File: config.mk
export PLATFORM = sky130hd
export DESIGN_NAME = alu_operand_sequencer
export DESIGN_NICKNAME = d
export VERILOG_FILES = /design/src/rtl/alu_pkg.sv /design/src/rtl/alu_operand_sequencer_reg_bank.sv /design/src/rtl/alu_operand_sequencer.sv
export SDC_FILE = /design/constraint.sdc
export NUM_CORES = 1
export LEC_CHECK = 0
export BUFFER_PORTS_ARGS = -buffer_cell sky130_fd_sc_hd__buf_2
export CAP_MARGIN = 10
export CORE_MARGIN = 1.5
export CORE_UTILIZATION = 48
export DETAILED_ROUTE_END_ITERATION = 12
export GPL_ROUTABILITY_DRIVEN = 0
export PLACE_DENSITY = 0.63
export SYNTH_ARGS = -nofsm -noshare
export SYNTH_HDL_FRONTEND = slang
export SYNTH_HIERARCHICAL = 1
export SYNTH_SLANG_ARGS = --single-unit
export TNS_END_PERCENT = 10
File: constraint.sdc
create_clock -name clk -period 7.9 [get_ports clk]
set_input_delay 1.185 -clock clk [delete_from_list [all_inputs] [get_ports clk]]
set_output_delay 1.185 -clock clk [all_outputs]
set_load 0.02 [all_outputs]
File: src/rtl/alu_pkg.sv
// Shared definitions for the ALU operand sequencer: op codes, default widths,
// FSM state encoding and the legal-op check.
package alu_pkg;

  localparam int DEF_DATA_W = 32;
  localparam int DEF_ADDR_W = 5;

  localparam logic [3:0] OP_AND = 4'd0;
  localparam logic [3:0] OP_OR  = 4'd1;
  localparam logic [3:0] OP_ADD = 4'd2;
  localparam logic [3:0] OP_SUB = 4'd6;
  localparam logic [3:0] OP_SLT = 4'd7;
  localparam logic [3:0] OP_NOR = 4'd12;

  typedef enum logic [1:0] {
    S_IDLE = 2'd0,
    S_READ = 2'd1,
    S_EXEC = 2'd2,
    S_WB   = 2'd3
  } state_e;

  function automatic logic is_legal_op(input logic [3:0] op);
    case (op)
      OP_AND, OP_OR, OP_ADD, OP_SUB, OP_SLT, OP_NOR: return 1'b1;
      default:                                       return 1'b0;
    endcase
  endfunction

endpackage

File: src/rtl/alu_operand_sequencer_reg_bank.sv
// Register bank: DEPTH x DATA_W storage, two registered read ports, one write
// port shared between writeback and direct load (writeback wins).
module reg_bank #(
  parameter int DATA_W = 32,
  parameter int ADDR_W = 5,
  parameter int DEPTH  = 32
) (
  input  logic              clk,
  input  logic              rst,
  input  logic              rd_en_i,
  input  logic [ADDR_W-1:0] rd_addr_a_i,
  input  logic [ADDR_W-1:0] rd_addr_b_i,
  output logic [DATA_W-1:0] rd_data_a_o,
  output logic [DATA_W-1:0] rd_data_b_o,
  input  logic              wb_en_i,
  input  logic [ADDR_W-1:0] wb_addr_i,
  input  logic [DATA_W-1:0] wb_data_i,
  input  logic              ld_en_i,
  input  logic [ADDR_W-1:0] ld_addr_i,
  input  logic [DATA_W-1:0] ld_data_i
);

  logic [DATA_W-1:0] mem_q [DEPTH];
  logic [DATA_W-1:0] rd_a_q, rd_b_q;
  logic              we;
  logic [ADDR_W-1:0] waddr;
  logic [DATA_W-1:0] wdata;

  assign we    = wb_en_i | ld_en_i;
  assign waddr = wb_en_i ? wb_addr_i : ld_addr_i;
  assign wdata = wb_en_i ? wb_data_i : ld_data_i;

  // Storage is deliberately not reset; only the read registers are.
  always_ff @(posedge clk) begin
    if (we) mem_q[waddr] <= wdata;
  end

  always_ff @(posedge clk or posedge rst) begin
    if (rst) begin
      rd_a_q <= '0;
      rd_b_q <= '0;
    end else if (rd_en_i) begin
      rd_a_q <= mem_q[rd_addr_a_i];
      rd_b_q <= mem_q[rd_addr_b_i];
    end
  end

  assign rd_data_a_o = rd_a_q;
  assign rd_data_b_o = rd_b_q;

endmodule

File: src/rtl/alu_operand_sequencer.sv
// Operand sequencer beside the 32-bit ALU: accepts one instruction at a time,
// fetches operands from the bank, drives X/Y/S, captures r/Zflag, writes back.
module alu_operand_sequencer
  import alu_pkg::*;
#(
  parameter int DATA_W = DEF_DATA_W,
  parameter int ADDR_W = DEF_ADDR_W,
  parameter int DEPTH  = 2**ADDR_W
) (
  input  logic              clk,
  input  logic              rst,
  input  logic              inst_valid,
  output logic              inst_ready,
  input  logic [3:0]        inst_op,
  input  logic [ADDR_W-1:0] inst_ra,
  input  logic [ADDR_W-1:0] inst_rb,
  input  logic [ADDR_W-1:0] inst_rd,
  input  logic              ld_en,
  input  logic [ADDR_W-1:0] ld_addr,
  input  logic [DATA_W-1:0] ld_data,
  output logic [DATA_W-1:0] alu_x,
  output logic [DATA_W-1:0] alu_y,
  output logic [3:0]        alu_s,
  input  logic [DATA_W-1:0] alu_r,
  input  logic              alu_zflag,
  output logic              done,
  output logic              err,
  output logic [DATA_W-1:0] result,
  output logic              zflag
);

  state_e            state_q, state_d;
  logic [3:0]        op_q, alu_s_q;
  logic [ADDR_W-1:0] ra_q, rb_q, rd_q;
  logic [DATA_W-1:0] result_q;
  logic              zflag_q, done_q, err_q;
  logic              done_d, err_d, latch_en, capture_en, read_en, wb_en, ld_ok;

  always_comb begin
    state_d    = state_q;
    done_d     = 1'b0;
    err_d      = 1'b0;
    latch_en   = 1'b0;
    capture_en = 1'b0;
    read_en    = 1'b0;
    wb_en      = 1'b0;
    ld_ok      = 1'b0;
    case (state_q)
      S_IDLE: begin
        if (inst_valid) begin
          if (is_legal_op(inst_op)) begin
            latch_en = 1'b1;
            state_d  = S_READ;
          end else begin
            err_d = 1'b1;
          end
        end else begin
          ld_ok = ld_en;
        end
      end
      S_READ: begin
        read_en = 1'b1;
        state_d = S_EXEC;
      end
      S_EXEC: begin
        capture_en = 1'b1;
        done_d     = 1'b1;
        state_d    = S_WB;
      end
      S_WB: begin
        wb_en   = 1'b1;
        state_d = S_IDLE;
      end
      default: state_d = S_IDLE;
    endcase
  end

  always_ff @(posedge clk or posedge rst) begin
    if (rst) begin
      state_q  <= S_IDLE;
      op_q     <= '0;
      ra_q     <= '0;
      rb_q     <= '0;
      rd_q     <= '0;
      alu_s_q  <= '0;
      result_q <= '0;
      zflag_q  <= 1'b0;
      done_q   <= 1'b0;
      err_q    <= 1'b0;
    end else begin
      state_q <= state_d;
      done_q  <= done_d;
      err_q   <= err_d;
      if (latch_en) begin
        op_q <= inst_op;
        ra_q <= inst_ra;
        rb_q <= inst_rb;
        rd_q <= inst_rd;
      end
      // S loads on the same edge as the operand read so X/Y/S change together.
      if (read_en) alu_s_q <= op_q;
      if (capture_en) begin
        result_q <= alu_r;
        zflag_q  <= alu_zflag;
      end
    end
  end

  reg_bank #(
    .DATA_W(DATA_W),
    .ADDR_W(ADDR_W),
    .DEPTH (DEPTH)
  ) u_bank (
    .clk        (clk),
    .rst        (rst),
    .rd_en_i    (read_en),
    .rd_addr_a_i(ra_q),
    .rd_addr_b_i(rb_q),
    .rd_data_a_o(alu_x),
    .rd_data_b_o(alu_y),
    .wb_en_i    (wb_en),
    .wb_addr_i  (rd_q),
    .wb_data_i  (result_q),
    .ld_en_i    (ld_ok),
    .ld_addr_i  (ld_addr),
    .ld_data_i  (ld_data)
  );

  assign inst_ready = (state_q == S_IDLE) && !rst;
  assign alu_s      = alu_s_q;
  assign done       = done_q;
  assign err        = err_q;
  assign result     = result_q;
  assign zflag      = zflag_q;

endmodule

==> results.md <==
- Initial antenna violation count: 7
- Mux contribution to synthesized area: 0.2240
- Startpoint Class: flip-flop
- Status: finished, final reports clean
- Fmax: approximately 0.26 GHz
- Routed len/inst: between 30 and 40 um
- Number of nets in the layout: about 3800
- PortBufs: between 150 and 200
- TritonCTS clock tree: yes
- Syn. warnings: 6
- Setup crit start: state_q[1]
- Global-route wire length before repair: ~230 mm
- Async SR Flop Fraction: 0.1080
- Number of synthesized flops with an enable pin: between 1000 and 1500
- RSZ-0062 raised after global routing: no
- Pint: around 15 mW
- Period utilization: 0.4930
- Io pins: between 150 and 200
- H-tree depth: 3
- Largest net degree at the start of global routing: between 100 and 150
- Synthesized-area fraction occupied by adder cells: 0.001163
- Die ar.: ~110000 um2
- Max_cap viols: 0
- Leak: approximately 21 nW
- Worst reg-to-reg setup slack: 4.01 ns
- Hold Slack: about 0.50 ns
- Hpwl dp: around 87 mm
- Ys flop type: edfxtp_1
- Largest stage delay, worst path: slightly above 0.9 ns
- Vias in the first global route: between 30000 and 40000
- Sequential share of power: 0.347
- RR Startpoint: state_q[1]
- Dpl cell area: about 56000 um2
- Post-Syn Area: ~54000 um2
- Via total after detailed routing: between 30000 and 40000
- Crit path depth: 4
- Distinct cell type count after synthesis: 43
- R2R Path End: u_bank/mem_q[10][4]
- Rel. slew slack: 0.1943
- Switch Pwr: between 9 and 10 mW
- Syn nets: 3634
- Post-Synth Simple-Gate Area: 0.01505
- Worst path cell trace: ha_4, a31oi_2, nor2_4, buf_4
- Largest family of logic cells by synthesized area: multiplexers
- Total negative setup slack: 0 ns
- Post-synthesis sequential area ratio: 0.6293
- Sw frac: 0.3903
- Post-Layout Inst Area: between 50000 and 60000 um2
- Final setup vio count: 0
- CTS Sinks: 1148
- PwrDens: 398.2 nW/um2
- Complex-gate fraction of the synthesized area: 0.09729
- Critical path buffer and inverter count: 1
- Clock power frac: 0.236
- Max Fanout on Critical Path: 46
- Total CTS buffers: about 120
- Xor-xnor portion of the synthesized cell area: 0
- Crit path DAT: ~4.3 ns
- Core region area: 111000 um2
- Min cycle time layout: between 3 and 4 ns
- Drt initial violations: roughly 3400
- Final Hold Vio Count: 0
- Worst min-delay path category: flip-flop to flip-flop
- Register bit total from synthesis: 1148
- Post-CTS Setup Inserts: 0
- Clk_skew: 0.03652 ns
- First drt pass iteration count: 5
- # rows: 122
- CTS max path bufs: 3
- Kind of cell adding the most delay to the critical path: simple AND/OR/NAND/NOR gates
- Initial core utilization: 0.4848
- Peak supply drop: just under 400 uV
- Clk root buf: clkbuf_16
- Total Wirelength: approximately 160 mm
- Data required, critical path: between 8 and 9 ns
- Total Routing Usage GR: 0.2787
- CP Capture Point: u_bank/mem_q[10][4]
- Ratio of cells with drive above 1 in the final layout: 0.1720
- Routed Antenna Nets: 0
- Worst-Skew Late Latency: between 0.7 and 0.8 ns
- Layout area overhead: 11.21%
- Reg clk slew, reported paths: roughly 0.060 ns
- Mean number of vias per cell: ~6.4
- Logic pwr share: 0.417
- Power Total: around 24 mW
- Setup CP Type: flip-flop to flip-flop
- Total gr overflow: 0
- Slew @ Worst Pin: 1.209 ns
- Syn Area/Cell: between 15 and 20 um2
- Critical path's slowest cell: nor2_4
- DR DRC count: 0
- Reg2Reg Depth: 4
- Die Ht: approximately 340 um
- Die width: 337.8 um
- Slew Limit Fails: 0
- Post-cts sizing count: 0
- Syn Inst Count: approximately 3500
- Hold Buf Count CTS: 0
- Crit end category: flip-flop
==> layout by cell type, fill, tap and decap left out, drive strengths merged, types with 2 or more instances in the layout <==
cell,n
or4,2
a31oi,2
buf,266
ha,5
mux2,153
nand3,3
nor2,42
a21oi,258
clkbuf,154
nor4,64
nand2,13
nand2b,5
o21ai,3
and3b,2
inv,8
and2,2
dfrtp,124
mux2i,1028
clkinv,62
edfxtp,1024
nor2b,5
a22oi,512
or2,2
o31ai,2
bufinv,10
==> per-stage QoR <==
| step | utilization | setup slack, ns | cells |
|---|---|---|---|
| floorplan | - | 4.253 | 3536 |
| global placement | 0.5035 | 3.827 | 5019 |
| detailed placement | 0.5039 | 3.793 | 5021 |
| CTS | 0.5391 | 4.001 | 5250 |
| global route | 0.5391 | 3.772 | 5250 |
| finish | 0.5391 | 4.005 | 5251 |
==> power groups by stage <==
stage | Combinational [mW] | Sequential, mW | Clock (mW)
after global placement | 9.76 | 8.38 | 0
after detailed placement | 9.84 | 8.39 | 0
after CTS | 9.86 | 8.27 | 5.71
after floorplan | 6.70 | 8.47 | 0
final | 9.93 | 8.26 | 5.62
after global routing | 10.4 | 8.34 | 5.95
==> registers in the layout, indices dropped and copies added (netlist names) <==
signal and flops:
u_bank/rd_data_a_o 32, state_q 2, result 32, alu_s 4, u_bank/mem_q 1024, rd_q 5, u_bank/rd_data_b_o 32, err 1
op_q 4, rb_q 5, done 1, zflag 1, ra_q 5
==> synthesized netlist by cell type, drive strengths merged, types with 2 or more instances <==
| master | count | area (um2) |
|---|---|---|
| o31ai | 2 | 28.78 |
| o21ai | 3 | 15.01 |
| clkbuf | 98 | 390.4 |
| nor4 | 64 | 400.4 |
| nand3 | 3 | 27.53 |
| inv | 5 | 18.77 |
| dfrtp | 124 | 3103 |
| a22oi | 512 | 3844 |
| nand2b | 5 | 31.28 |
| buf | 171 | 1378 |
| and2 | 2 | 12.51 |
| edfxtp | 1024 | 30750 |
| nor2b | 5 | 31.28 |
| mux2 | 153 | 1760 |
| or4 | 2 | 15.01 |
| nor2 | 42 | 157.7 |
| ha | 5 | 62.56 |
| nand2 | 13 | 48.80 |
| a21oi | 258 | 1291 |
| or2 | 2 | 12.51 |
| a31oi | 2 | 12.51 |
| mux2i | 1028 | 10290 |
| and3b | 2 | 17.52 |
==> logic make-up (layout without fill, tap and decap cells) <==
family,count (synthesis),count (layout)
multiplexers,1181,1181
flip-flops,1148,1148
AO/OA/AOI/OAI,782,782
buffers and inverters,274,500
AND/OR/NAND/NOR,146,146
adder cells (fa/ha/maj),5,5
other,0,1
==> worst register-to-register path, cell delays in order, from the launching register on <==
cell and delay, ns:
dfrtp_1 0.46, ha_4 0.84, a31oi_2 0.67, nor2_4 0.91, buf_4 0.61
==> how the worst min path moves through the flow <==
| stage | start | to | slack, ns | depth (start not counted) |
|---|---|---|---|---|
| after floorplan | op_q[3] | op_q[3] | 0.47 | 2 |
| after global placement | u_bank/rd_data_a_o[20] | u_bank/rd_data_a_o[20] | 0.48 | 1 |
| after detailed placement | u_bank/rd_data_a_o[23] | u_bank/rd_data_a_o[23] | 0.49 | 1 |
| after CTS | u_bank/rd_data_a_o[17] | u_bank/rd_data_a_o[17] | 0.50 | 1 |
| after global routing | u_bank/rd_data_a_o[11] | u_bank/rd_data_a_o[11] | 0.51 | 1 |
| final | u_bank/rd_data_a_o[17] | u_bank/rd_data_a_o[17] | 0.50 | 1 |
==> layer usage <==
metal | global-route usage | share of wire | vias up
li1 | - | - | 14486
met1 | 0.3810 | 0.42 | 17470
met2 | 0.4610 | 0.48 | 1316
met3 | 0.04096 | 0.068 | 255
met4 | 0.08463 | 0.026 | 2
met5 | 0 | 0.000087 | -
==> cell type report <==
type                    count  area (um2)
well taps                1488        1862
fillers                  9064       51150
clock buffers             154        3223
repair buffers            266        1657
clock inverters            75       683.2
inverters                   5       23.77
diodes                      1       2.502
flip-flops and latches   1148       33860
multi-input cells        2114       18520
No activity file was read; power rests on OpenSTA's default activity.
